**src/rtl/mux_arb_pkg.sv**
```systemverilog
// Shared types and helpers for the 4-way round-robin mux arbiter.
// Latency: n/a (package only).
// Backpressure: n/a (package only).
package mux_arb_pkg;

  localparam int NREQ = 4;
  localparam int SELW = 2;

  typedef enum logic {IDLE, BUSY} arb_state_t;

  // Round-robin pick: rotate requests so rr_ptr lands at bit 0, take the lowest set
  // bit, then rotate the index back. Result is {found, index}.
  function automatic logic [SELW:0] rr_pick(input logic [NREQ-1:0] r,
                                            input logic [SELW-1:0] ptr);
    logic [2*NREQ-1:0] dbl;
    logic [NREQ-1:0]   rot;
    logic [SELW:0]     res;
    dbl = {r, r} >> ptr;
    rot = dbl[NREQ-1:0];
    res = '0;
    for (int i = NREQ - 1; i >= 0; i--) begin
      if (rot[i]) res = {1'b1, SELW'(i) + ptr};
    end
    return res;
  endfunction

  // One-hot decode of a requester index.
  function automatic logic [NREQ-1:0] onehot(input logic [SELW-1:0] idx);
    logic [NREQ-1:0] v;
    v = '0;
    v[idx] = 1'b1;
    return v;
  endfunction

endpackage

```
**src/rtl/mux4_bus.sv**
```systemverilog
// Combinational 4:1 DW-bit data mux built as a tree of three 2:1 stages.
// Latency: 0 cycles (pure combinational).
// Backpressure: none; follows s and d0..d3 directly.
module mux4_bus #(
  parameter int DW = 8
) (
  input  logic [DW-1:0] d0,
  input  logic [DW-1:0] d1,
  input  logic [DW-1:0] d2,
  input  logic [DW-1:0] d3,
  input  logic [1:0]    s,
  output logic [DW-1:0] f
);

  logic [DW-1:0] lo;
  logic [DW-1:0] hi;

  // First stage picks within each pair, second stage picks the pair.
  assign lo = s[0] ? d1 : d0;
  assign hi = s[0] ? d3 : d2;
  assign f  = s[1] ? hi : lo;

endmodule

```
**src/rtl/mux4_rr_arbiter.sv**
```systemverilog
// Round-robin arbiter sharing one 4:1 DW-bit datapath; optional burst lock via ARB_LOCK_EN.
// Latency: 1 cycle req -> out_valid; back-to-back grants with no bubble on transfer.
// Backpressure: grant, sel and out_data hold while out_ready=0 and the requester keeps req.
module mux4_rr_arbiter
  import mux_arb_pkg::*;
#(
  parameter int DW = 8
) (
  input  logic                 clk,
  input  logic                 rst,
  input  logic [NREQ-1:0]      req,
  input  logic [NREQ*DW-1:0]   din,
  input  logic                 out_ready,
`ifdef ARB_LOCK_EN
  input  logic [NREQ-1:0]      lock,
`endif
  output logic [NREQ-1:0]      gnt,
  output logic [SELW-1:0]      sel,
  output logic                 out_valid,
  output logic [DW-1:0]        out_data
);

  arb_state_t      state, state_nxt;
  logic [NREQ-1:0] gnt_nxt;
  logic [SELW-1:0] sel_nxt;
  logic [SELW-1:0] rr_ptr, rr_ptr_nxt;
  logic [SELW-1:0] sel_inc;
  logic [SELW:0]   pick_idle;
  logic [SELW:0]   pick_next;
  logic            xfer;
  logic            keep;
  logic [DW-1:0]   mux_f;

  assign out_valid = |gnt;
  assign xfer      = out_valid & out_ready;
  assign sel_inc   = sel + 2'd1;

  // From IDLE scan from rr_ptr; after a transfer scan from the slot past the winner,
  // excluding the requester that was just served.
  assign pick_idle = rr_pick(req, rr_ptr);
  assign pick_next = rr_pick(req & ~gnt, sel_inc);

`ifdef ARB_LOCK_EN
  assign keep = lock[sel] & req[sel];
`else
  assign keep = 1'b0;
`endif

  // Next-state, grant, select and pointer decisions.
  always_comb begin
    state_nxt  = state;
    gnt_nxt    = gnt;
    sel_nxt    = sel;
    rr_ptr_nxt = rr_ptr;
    case (state)
      IDLE: begin
        if (pick_idle[SELW]) begin
          gnt_nxt   = onehot(pick_idle[SELW-1:0]);
          sel_nxt   = pick_idle[SELW-1:0];
          state_nxt = BUSY;
        end
      end
      BUSY: begin
        if (xfer) begin
          if (!keep) begin
            rr_ptr_nxt = sel_inc;
            if (pick_next[SELW]) begin
              gnt_nxt = onehot(pick_next[SELW-1:0]);
              sel_nxt = pick_next[SELW-1:0];
            end else begin
              gnt_nxt   = '0;
              state_nxt = IDLE;
            end
          end
        end else if (!req[sel]) begin
          // Requester withdrew before being served: release without advancing rr_ptr.
          gnt_nxt   = '0;
          state_nxt = IDLE;
        end
      end
      default: begin
        gnt_nxt   = '0;
        state_nxt = IDLE;
      end
    endcase
  end

  // State, grant and pointer registers with synchronous reset.
  always_ff @(posedge clk) begin
    if (rst) begin
      state  <= IDLE;
      gnt    <= '0;
      sel    <= '0;
      rr_ptr <= '0;
    end else begin
      state  <= state_nxt;
      gnt    <= gnt_nxt;
      sel    <= sel_nxt;
      rr_ptr <= rr_ptr_nxt;
    end
  end

  mux4_bus #(.DW(DW)) u_mux (
    .d0 (din[0*DW +: DW]),
    .d1 (din[1*DW +: DW]),
    .d2 (din[2*DW +: DW]),
    .d3 (din[3*DW +: DW]),
    .s  (sel),
    .f  (mux_f)
  );

  assign out_data = out_valid ? mux_f : '0;

endmodule
```
**config.mk**
```make
export PLATFORM = sky130hd
export DESIGN_NAME = mux4_rr_arbiter
export DESIGN_NICKNAME = d
export VERILOG_FILES = /design/src/rtl/mux_arb_pkg.sv /design/src/rtl/mux4_bus.sv /design/src/rtl/mux4_rr_arbiter.sv
export SDC_FILE = /design/constraint.sdc
export NUM_CORES = 1
export LEC_CHECK = 0
export BUFFER_PORTS_ARGS = -buffer_cell sky130_fd_sc_hd__buf_2
export CORE_ASPECT_RATIO = 1.4
export CORE_MARGIN = 10
export CORE_UTILIZATION = 44
export DETAILED_ROUTE_END_ITERATION = 10
export GPL_ROUTABILITY_DRIVEN = 0
export PLACE_DENSITY = 0.85
export SLEW_MARGIN = 0
export SYNTH_ARGS = -nofsm -noshare
export SYNTH_HDL_FRONTEND = slang
export SYNTH_SLANG_ARGS = --single-unit
```
**constraint.sdc**
```tcl
create_clock -name clk -period 1.8 [get_ports clk]
set_input_delay 0.27 -clock clk [delete_from_list [all_inputs] [get_ports clk]]
set_output_delay 0.27 -clock clk [all_outputs]
set_load 0.01 [all_outputs]
```
==> results.py <==
metrics = {
    "power_and_ir_drop": {
        "p_int_w": 0.000731,
        "vdd_drop_max_mv": 0.649,
        "power_density_mw_per_mm2": 845,
        "p_leak_nw": 0.615,
        "p_seq_share_pct": 24.1,
        "clockPowerShare_pct": 13.3,
        "swShare_pct": 39.4,
        "p_switching_w": 0.000476,
        "power_frac_comb_pct": 62.6,
    },
    "placement": {
        "portBuffers": 53,
        "place_area_sq_mm": 0.00122,
        "dp_cells": 174,
        "dp_slack_ns": 0.0178,
        "place_hpwl_mm": 2.69,
    },
    "detailed_routing": {
        "viasPerCell": 6.26,
        "wl_per_cell_microns": 19.2,
        "dr.first_iter.drc_count": 41,
        "drcViolationCount": 0,
        "first_pass_iters": 4,
        "final_antenna_net_count": 0,
        "via_count": 1140,
        "drt-total-wl_mm": 3.50,
    },
    "layout": {
        "synthToLayoutAreaGrowth_pct": 49.7,
        "drive_gt1_share_pct": 58.4,
        "fillers": 157,
        "diodes": 0,
        "nets": 201,
        "finalNonFillerCells": 182,
        "final_area_sq_mm": 0.00143,
    },
    "setup_path": {
        "path_cells": "buf_12 -> mux4_2 -> and2_4 -> buf_6",
        "critPathKind": "reg -> out",
        "critPathArrivalTime_ns": 1.56,
        "critPathLaunchType": "flop",
        "cp_slowest_cell": "mux4_2",
        "cp_max_fo": 5,
        "ff2ff_setup_slack_ns": 0.03,
        "crit_start": "sel[0]$_SDFFE_PP0P_",
        "critPathRequiredTime_ns": 1.53,
        "critPathTopFamily": "multiplexers",
        "cp.buffers_inverters": 2,
        "r2r_cells": 5,
        "r2r-start": "sel[0]$_SDFFE_PP0P_",
        "endpoint": "out_data[7]",
        "max_stage_delay_ns": 0.50,
        "timing.rr.end": "gnt[2]$_SDFFE_PP0P_",
        "worstSetupPathDepth": 4,
        "cp-end-kind": "primary output",
    },
    "synthesis": {
        "syn_area_sq_um": 955,
        "yosys_warnings": 0,
        "yosys.area.top_type": "mux4_2",
        "synth_edf_count": 0,
        "synthTopCellsByArea": "mux4_2, dfxtp_1, and2_1, a21oi_1, nor2_1",
        "yosysTopAreaCellShare_pct": 21.2,
        "synth_common_cells": "dfxtp_1, mux4_2, nor2_1, a21oi_1, and2_1",
        "syn_nets": 143,
        "yosysUniqueCellTypes": 44,
        "async_flop_share_pct": 0,
        "synth_ff_type": "dfxtp_1",
        "syn-mean-instance-area_sq_um": 9.18,
        "postSynthCellCount": 104,
        "synth-seq-cells": 9,
        "yosysSeqAreaShare_pct": 18.9,
    },
    "timing": {
        "worstMarginPinSlew_ns": 0.459,
        "setup-violations-final": 8,
        "finalCritPeriodShare_pct": 101,
        "fin_crit_ns": 1.83,
        "report.final.slew_viol_count": 0,
        "setup_slack_ns": -0.0258,
        "hold-worst-slack_ns": 0.302,
        "finalHoldViolCount": 0,
        "max_slew_margin_pct": 69.4,
        "clock_skew_ns": 0.00124,
        "rsz0062_at_grt": "yes",
        "fmax_mhz": 548,
    },
    "worst_hold_path": {
        "hold_class": "in -> reg",
    },
    "global_route": {
        "grt_pass1_wl_mm": 5.50,
        "track_usage_pct": 15.4,
        "grt_pass1_vias": 1193,
        "grt_overflow_total": 0,
        "grt_max_degree": 15,
        "antenna_found_initial": 0,
    },
    "die": {
        "coreArea_sq_mm": 0.00202,
        "rows": 19,
        "start_util_pct": 47.2,
        "die-area_sq_mm": 0.00446,
        "die_x_microns": 59.4,
        "die_h_microns": 75.1,
        "ios": 54,
    },
    "clock_network": {
        "cts_tree": "yes",
        "clock_sinks": 9,
        "cts-root-buf": "clkbuf_4",
        "cts_htree_levels": 1,
        "path_clk_slew_ns": 0.06,
        "cts_buffer_depth": 2,
        "clock_latency_ns": 0.27,
        "cts_made_buffers": 3,
        "hold_buffers": 0,
    },
    "status": {
        "violations": "setup timing",
        "status": "complete, but fails checks",
    },
    "job": {
        "drv_cap": 0,
    },
}
layout make-up:
cell class	count	area [sq um]	area share [%]
Sequential cell	9	190	13.3
Clock buffer	4	26.3	1.84
Tap cell	21	26.3	1.84
Multi-Input combinational cell	82	786	55.0
Timing Repair Buffer	59	374	26.2
Inverter	7	26.3	1.84
state kept, by name, summed over array words and instances, names as in the netlist:
signal	cells
state	1
rr_ptr	2
gnt	4
sel	2
layout by cell type (no fill, tap or decap), types with 2 or more instances in the layout:
cell | synthesis | routed
buf_2 | 2 | 48
mux4_2 | 9 | 9
nor2_1 | 9 | 9
inv_1 | 7 | 7
a21oi_1 | 8 | 7
nand2_1 | 5 | 5
dfxtp_1 | 9 | 5
buf_6 | 1 | 5
and2_4 | 0 | 4
and2_1 | 8 | 4
buf_4 | 1 | 4
nor2b_1 | 3 | 3
nand3b_1 | 3 | 3
clkbuf_4 | 0 | 3
or4_4 | 1 | 2
nand2b_1 | 2 | 2
nor3_1 | 2 | 2
a221oi_2 | 2 | 2
dfxtp_4 | 0 | 2
dfxtp_2 | 0 | 2
worst register-to-register path: cells and delay by family, from the launching register on:
family	cells	cell delay, ns
multiplexers	1	0.49
AO/OA/AOI/OAI	2	0.44
flip-flops	1	0.39
AND/OR/NAND/NOR	1	0.19
buffers and inverters	1	0.14
worst min path at each step:
stage,from,endpoint,slack [ns],cells past startpoint
after floorplan,rr_ptr[0]$_SDFFE_PP0P_,rr_ptr[0]$_SDFFE_PP0P_,0.48,2
after global placement,rr_ptr[0]$_SDFFE_PP0P_,rr_ptr[0]$_SDFFE_PP0P_,0.51,2
after detailed placement,rr_ptr[0]$_SDFFE_PP0P_,rr_ptr[0]$_SDFFE_PP0P_,0.53,2
after CTS,rst,sel[1]$_SDFFE_PP0P_,0.29,2
after global routing,rst,sel[1]$_SDFFE_PP0P_,0.31,2
final,rst,sel[1]$_SDFFE_PP0P_,0.30,2
power groups by stage:
stage / clock network (W) / registers, W / logic (W)
floorplan: 0 / 0.000270 / 0.000409
global placement: 0 / 0.000279 / 0.000563
detailed placement: 0 / 0.000283 / 0.000580
global route: 0.000171 / 0.000297 / 0.000817
finish: 0.000160 / 0.000291 / 0.000755
CTS: 0.000162 / 0.000286 / 0.000659
metrics by stage:
stage | total power [W] | TNS, ns | util, %
after global routing | 0.00128 | -0.562 | 70.7
final | 0.00121 | -0.146 | 70.7
after floorplan | 0.000678 | 0 | -
after global placement | 0.000843 | 0 | 60.6
after CTS | 0.00111 | -0.0994 | 65.9
after detailed placement | 0.000863 | 0 | 60.6
cells by family after synthesis:
kind of cell,share of synthesized area [%]
flops,18.9
xor+xnor,0.918
compound gates,24.1
mux,22.3
buf+inv,6.55
simple gates,27.3
layer usage:
layer  part of all wire (%)  GRT usage (%)
met1                     36           16.1
met2                     49           26.5
met3                     13           6.23
met4                    1.1           6.14
met5                      0              0
what timing repair did:
action                                  4_1_cts  5_1_grt
gates cloned                                  1        0
pin swaps                                     7        7
endpoints found under the setup margin        8       12
gates resized for setup                      11       18
setup buffers                                 3        1
Power figures use the tool's default switching activity.
